==> src/rtl/dict_finder.sv <==
// dict_finder: walks a linked dictionary looking for the next blank-delimited
// token of an input buffer.
//
// The token is located first (leading 0x20 skipped, length counted up to the
// first 0x20 or 0x00). Then the entry list is followed from the newest header.
// Each header is LSZ little-endian link bytes, then a length byte
// ([7] immediate, [6] hidden, [4:0] length), then the name bytes.
// Entries that are hidden or have the wrong length are passed over without
// reading their name. Every memory byte costs two cycles: an address cycle
// (ph=0, mem_re high) and a data cycle (ph=1, mem_d valid).
//
// Optional feature: define FINDER_CASE_FOLD_EN to fold ASCII lower case to
// upper case on both sides of the name comparison.
//
// Ports:
//   clk, rst        clock and synchronous active-high reset
//   start, ctx, tib request pulse, newest header address, input buffer address
//   mem_a, mem_re   memory read address and strobe
//   mem_d           read data, valid the cycle after the strobe
//   busy, done      search in progress, one-cycle completion pulse
//   hit, imm, xt    match flag, immediate flag and parameter-field address
//   nxt, tlen, err  terminator address, token length, empty/overlong token
module dict_finder #(
    parameter int DSZ  = 8,
    parameter int ASZ  = 17,
    parameter int LSZ  = 2,
    parameter int NMAX = 31
) (
    input  logic           clk,
    input  logic           rst,
    input  logic           start,
    input  logic [ASZ-1:0] ctx,
    input  logic [ASZ-1:0] tib,
    output logic [ASZ-1:0] mem_a,
    output logic           mem_re,
    input  logic [DSZ-1:0] mem_d,
    output logic           busy,
    output logic           done,
    output logic           hit,
    output logic           imm,
    output logic [ASZ-1:0] xt,
    output logic [ASZ-1:0] nxt,
    output logic [4:0]     tlen,
    output logic           err
);

    localparam int             LW       = 8 * LSZ;
    localparam logic [ASZ-1:0] LSZ_A    = ASZ'(LSZ);
    localparam logic [1:0]     LNK_LAST = 2'(LSZ - 1);

    typedef enum logic [2:0] {IDLE, SKIP, SCAN, LNK, LEN, NAM, CMP, DONE} state_t;

    state_t         state, state_nx;
    logic           ph;
    logic [ASZ-1:0] ptr;
    logic [ASZ-1:0] tok_start;
    logic [ASZ-1:0] hdr;
    logic [5:0]     cnt;
    logic [1:0]     lidx;
    logic [LW-1:0]  lnk_raw;
    logic [ASZ-1:0] lnk_addr;
    logic [7:0]     len_byte;
    logic [7:0]     nbyte;
    logic [4:0]     nidx;
    logic [7:0]     rd;

    logic is_sp, is_nul, skip_ent, name_eq, last_name, scan_ovf, lnk_zero;
    logic fin_empty, fin_long, fin_miss, fin_hit, follow, tok_begin, scan_end;

    function automatic logic [7:0] fold(input logic [7:0] b);
`ifdef FINDER_CASE_FOLD_EN
        fold = (b >= 8'h61 && b <= 8'h7A) ? b - 8'h20 : b;
`else
        fold = b;
`endif
    endfunction

    // The link value is zero-extended (or truncated) to the address width.
    generate
        if (LW >= ASZ) begin : g_lnk_trunc
            assign lnk_addr = lnk_raw[ASZ-1:0];
        end else begin : g_lnk_ext
            assign lnk_addr = {{(ASZ-LW){1'b0}}, lnk_raw};
        end
    endgenerate

    assign rd        = mem_d[7:0];
    assign is_sp     = (rd == 8'h20);
    assign is_nul    = (rd == 8'h00);
    assign skip_ent  = rd[6] || (rd[4:0] != cnt[4:0]);
    assign name_eq   = (fold(rd) == fold(nbyte));
    assign last_name = (nidx == cnt[4:0] - 5'd1);
    assign scan_ovf  = (cnt >= 6'(NMAX));
    assign lnk_zero  = (lnk_raw == '0);

    // State register; reset abandons any search without a done pulse.
    always_ff @(posedge clk) begin
        if (rst) state <= IDLE;
        else     state <= state_nx;
    end

    // Next-state logic; all decisions taken on data cycles are flagged here
    // so the datapath below acts on exactly the same conditions.
    always_comb begin
        state_nx  = state;
        fin_empty = 1'b0;
        fin_long  = 1'b0;
        fin_miss  = 1'b0;
        fin_hit   = 1'b0;
        follow    = 1'b0;
        tok_begin = 1'b0;
        scan_end  = 1'b0;
        case (state)
            IDLE: if (start) state_nx = SKIP;
            SKIP: if (ph) begin
                if (is_nul) begin
                    fin_empty = 1'b1;
                    state_nx  = DONE;
                end else if (!is_sp) begin
                    tok_begin = 1'b1;
                    state_nx  = SCAN;
                end
            end
            SCAN: if (ph) begin
                if (is_sp || is_nul) begin
                    scan_end = 1'b1;
                    state_nx = LNK;
                end else if (scan_ovf) begin
                    fin_long = 1'b1;
                    state_nx = DONE;
                end
            end
            LNK: if (ph && lidx == LNK_LAST) state_nx = LEN;
            LEN: if (ph) begin
                if (skip_ent) begin
                    if (lnk_zero) begin
                        fin_miss = 1'b1;
                        state_nx = DONE;
                    end else begin
                        follow   = 1'b1;
                        state_nx = LNK;
                    end
                end else begin
                    state_nx = NAM;
                end
            end
            NAM: if (ph) state_nx = CMP;
            CMP: if (ph) begin
                if (!name_eq) begin
                    if (lnk_zero) begin
                        fin_miss = 1'b1;
                        state_nx = DONE;
                    end else begin
                        follow   = 1'b1;
                        state_nx = LNK;
                    end
                end else if (last_name) begin
                    fin_hit  = 1'b1;
                    state_nx = DONE;
                end else begin
                    state_nx = NAM;
                end
            end
            DONE:    state_nx = IDLE;
            default: state_nx = IDLE;
        endcase
    end

    // Output decode: busy excludes DONE so it falls with the done pulse.
    always_comb begin
        busy   = (state != IDLE) && (state != DONE);
        done   = (state == DONE);
        mem_re = busy && !ph;
        case (state)
            SKIP, SCAN: mem_a = ptr;
            LNK:        mem_a = hdr + ASZ'(lidx);
            LEN:        mem_a = hdr + LSZ_A;
            NAM:        mem_a = hdr + LSZ_A + ASZ'(1) + ASZ'(nidx);
            CMP:        mem_a = tok_start + ASZ'(nidx);
            default:    mem_a = '0;
        endcase
    end

    // Datapath and result registers. Results change only on the edge that
    // enters DONE, so they are valid with done and hold until the next one.
    // The phase bit toggles while a state re-reads and clears on any move.
    always_ff @(posedge clk) begin
        if (rst) begin
            ph        <= 1'b0;
            ptr       <= '0;
            tok_start <= '0;
            hdr       <= '0;
            cnt       <= '0;
            lidx      <= '0;
            lnk_raw   <= '0;
            len_byte  <= '0;
            nbyte     <= '0;
            nidx      <= '0;
            hit       <= 1'b0;
            imm       <= 1'b0;
            err       <= 1'b0;
            xt        <= '0;
            nxt       <= '0;
            tlen      <= '0;
        end else begin
            ph <= (busy && state_nx == state) ? ~ph : 1'b0;

            if (state == IDLE && start) begin
                ptr <= tib;
                hdr <= ctx;
            end
            if (state == SKIP && ph && is_sp) ptr <= ptr + ASZ'(1);
            if (tok_begin) begin
                tok_start <= ptr;
                cnt       <= 6'd1;
                ptr       <= ptr + ASZ'(1);
            end
            if (state == SCAN && ph && !is_sp && !is_nul && !scan_ovf) begin
                cnt <= cnt + 6'd1;
                ptr <= ptr + ASZ'(1);
            end
            if (state == LNK && ph) begin
                lnk_raw <= lnk_raw | (LW'(rd) << (8 * lidx));
                lidx    <= lidx + 2'd1;
            end
            if (state == LEN && ph) begin
                len_byte <= rd;
                nidx     <= '0;
            end
            if (state == NAM && ph) nbyte <= rd;
            if (state == CMP && ph && name_eq) nidx <= nidx + 5'd1;
            if (scan_end || follow) begin
                lnk_raw <= '0;
                lidx    <= '0;
            end
            if (follow) hdr <= lnk_addr;

            if (fin_empty || fin_long || fin_miss || fin_hit) begin
                hit <= fin_hit;
                err <= fin_empty || fin_long;
                nxt <= ptr;
                imm <= fin_hit ? len_byte[7] : 1'b0;
                xt  <= fin_hit ? hdr + LSZ_A + ASZ'(1) + ASZ'(cnt[4:0]) : '0;
                if (fin_empty)     tlen <= 5'd0;
                else if (fin_long) tlen <= 5'(NMAX);
                else               tlen <= cnt[4:0];
            end
        end
    end

endmodule

==> config.mk <==
export PLATFORM = sky130hd
export DESIGN_NAME = dict_finder
export DESIGN_NICKNAME = d
export VERILOG_FILES = /design/src/rtl/dict_finder.sv
export SDC_FILE = /design/constraint.sdc
export NUM_CORES = 1
export LEC_CHECK = 0
export ABC_CLOCK_PERIOD_IN_PS = 4200
export CAP_MARGIN = 5
export CORE_MARGIN = 1.5
export CORE_UTILIZATION = 35
export CTS_CLUSTER_DIAMETER = 150
export DETAILED_ROUTE_END_ITERATION = 7
export PLACE_DENSITY = 0.69
export SETUP_SLACK_MARGIN = 0.3
export SLEW_MARGIN = 5
export SYNTH_ARGS = -nofsm -noshare
export SYNTH_HDL_FRONTEND = slang
export SYNTH_SLANG_ARGS = --single-unit
==> constraint.sdc <==
create_clock -name clk -period 4.2 [get_ports clk]
set_clock_uncertainty 0.2 [all_clocks]
set_input_delay 0.84 -clock clk [delete_from_list [all_inputs] [get_ports clk]]
set_output_delay 0.84 -clock clk [all_outputs]
set_load 0.02 [all_outputs]
==> results.py <==
metrics = {
    "route": {
        "wl_mm": 29.92,
        "vias_per_cell": 5.517,
        "wl_per_cell_um": 18.26,
        "drc": 0,
        "num_vias": 9042,
        "ant_nets": 0,
        "drt_iter0_markers": 731,
        "dr.pass1.iters": 6,
    },
    "synth": {
        "ys_top_cells_by_area": "dfxtp_1 (32%), nand2_1 (8.2%), a21oi_1 (6.1%), xnor2_1 (5.9%), nor2_1 (5.3%)",
        "yosysMostFrequentCell": "nand2_1",
        "ys_seq_area_frac": 0.3217,
        "synth_flop_cell": "dfxtp_1",
        "synth_seq_cells": 135,
        "syn_nets": 1172,
        "synth-edff-count": 0,
        "syn_avg_cell_area_um2": 7.609,
        "synth_top_area_share": 0.3217,
        "synth.distinct_cells": 74,
        "yosysWarnings": 0,
        "synthesis.area_um2": 8401,
        "synthCells": 1104,
        "ys_async_sr_fraction": 0,
        "yosys-top-cells-count": "nand2_1 (183), dfxtp_1 (135), nor2_1 (119)",
        "yosysTopAreaCell": "dfxtp_1",
    },
    "clock_tree": {
        "clk_latency_ps": 430,
        "cts_buffer_depth": 2,
        "cts_tree": "done",
        "cts_root_buf": "clkbuf_16",
        "path_clk_slew_ps": 60,
        "h-tree-depth": 4,
        "cts_sinks": 135,
        "cts_buffers": 17,
    },
    "sta": {
        "rsz0062_at_grt": "true",
        "drv_slew": 0,
        "slew_headroom": 0.3741,
        "min_period_ps": 4547,
        "tightest_slew_ps": 936.8,
        "setup_ws_ps": -346.8,
        "hold-worst-slack_ps": 249.9,
        "report.final.hold_viol_count": 0,
        "fmax_mhz": 219.9,
        "setup-violations-final": 10,
        "min_period_over_period": 1.083,
    },
    "place": {
        "gp_congestion": 1.001,
        "port_buffers": 106,
        "dpl.hpwl_mm": 22.14,
    },
    "die": {
        "io_pins": 107,
        "rows": 56,
        "die_h_um": 157.9,
        "core-area_um2": 23540,
        "die_w_um": 157.9,
        "die_area_um2": 24940,
        "start_util": 0.3568,
    },
    "global_routing": {
        "grt_use_total": 0.2391,
        "grt_pass1_vias": 8563,
        "grt_pass1_wl_mm": 45.85,
        "grt_max_degree": 70,
        "antenna_found_initial": 0,
        "grt-ovfl-total": 0,
    },
    "outcome": {
        "status": "complete, but fails checks",
        "violations": "setup timing",
    },
    "power_and_ir_drop": {
        "p_int_mw": 2.532,
        "combPwrFrac": 0.184,
        "p_per_area_nw_per_um2": 298.1,
        "p_clk_frac": 0.431,
        "p_sw_mw": 1.023,
        "finalPower_mw": 3.555,
        "ir_drop_v": 0.0002509,
        "power_frac_seq": 0.385,
        "swShare": 0.2877,
        "p_leak_nw": 4.454,
    },
    "min_path": {
        "hold_class": "reg -> reg",
    },
    "worst_setup_path": {
        "crit_path_max_fanout": 4,
        "critPathCaptureType": "output pin",
        "crit_arrival_ps": 3510,
        "required_ps": 3160,
        "crit_path_start_kind": "flop",
        "critical_path_class": "reg -> out",
    },
    "finish": {
        "drive_gt1_frac": 0.2364,
        "area_growth_pct": 41.97,
        "final_nets": 1375,
        "diodes": 0,
    },
    "run": {
        "maxCapViolations": 0,
    },
}
==> cells in the final DEF, fill, tap and decap left out, drive strengths merged, types with 21 or more instances in the layout <==
cell type,count
nand2,183
buf,175
dfxtp,135
nor2,119
a21oi,103
clkdlybuf4s50,89
xnor2,57
xor2,34
o21ai,32
nand3,30
nor3,28
inv,28
a22oi,25
clkbuf,22
nand4,21
==> worst max-delay path, stage by stage, from the launching register on <==
cell and delay [ps]:
dfxtp_4 380, clkinvlp_4 150, ha_4 280, nor2b_4 190, nand3_4 110, o211ai_1 270
nor4b_4 330, o221ai_2 170, buf_4 160, nor4_4 250, nand3_2 160, xor2_4 200
o211a_1 280, buf_6 140
==> cell families (layout without fill, tap and decap cells) <==
kind of cell	count (synthesis)	after routing	synth area share
compound gates	267	267	0.2115
xor+xnor	91	91	0.09666
fa+ha+maj	23	23	0.03694
buf+inv	107	323	0.05332
flops	135	135	0.3217
mux	12	12	0.01534
simple gates	469	469	0.2645
==> registers in the layout (all words and copies together) (netlist names) <==
register and cells:
cnt 6, nidx 5, ph 1, hit 1, lidx 2, xt 17
lnk_raw 16, len_byte 1, nxt 17, err 1, imm 1, nbyte 8
state 3, tlen 5, tok_start 17, ptr 17, hdr 17
==> metal layers <==
| metal | vias to the layer above | routed length, um | global-route usage |
|---|---|---|---|
| met3 | 70 | 2131 | 0.04599 |
| li1 | 4325 | - | - |
| met1 | 4302 | 12540 | 0.3049 |
| met4 | 0 | 1033 | 0.09973 |
| met5 | - | 0 | 0 |
| met2 | 345 | 14220 | 0.3937 |
==> path summary, 6_finish.rpt <==
check	cells past startpoint	to	startpoint	slack [ps]
max	13	mem_a[15]	hdr[1]	-350
min	2	nxt[16]	nxt[16]	250
max reg2reg	15	xt[13]	hdr[1]	640
min reg2reg	2	nxt[16]	nxt[16]	250
==> area by class of cell <==
class,instances,area [um^2]
fill,2268,11620
timing repair buffer,266,2327
tap,319,399.1
inverter,25,100.1
multi-input combinational,862,5791
sequential,135,2711
clock buffer,21,460.4
clock inverter,11,137.6
==> power by group through the flow <==
stage	registers, mW	logic [mW]	clock network, mW
2_1_floorplan	1.37	0.330	0
3_3_place_gp	1.39	0.568	0
3_5_place_dp	1.39	0.576	0
4_1_cts	1.37	0.616	1.55
5_1_grt	1.37	0.698	1.61
6_report	1.37	0.653	1.53
==> through the flow <==
step / setup WS (ps) / util / instances / cell area, um^2 / setup TNS [ps]
floorplan: 275.4 / - / 1104 / 8516 / 0
global placement: -431.4 / 0.4524 / 1586 / 10650 / -3597
detailed placement: -554.8 / 0.4524 / 1586 / 10650 / -4966
CTS: -258.1 / 0.4947 / 1630 / 11650 / -1642
global route: -447.2 / 0.5066 / 1639 / 11930 / -3600
finish: -346.8 / 0.5066 / 1639 / 11930 / -2065
==> timing repair <==
item,4_1_cts,5_1_grt
hold buffers,0,0
endpoints found under the setup margin,16,16
buffers inserted,12,9
resized for setup,136,45
pin swaps,29,33
Power figures use the tool's default switching activity.
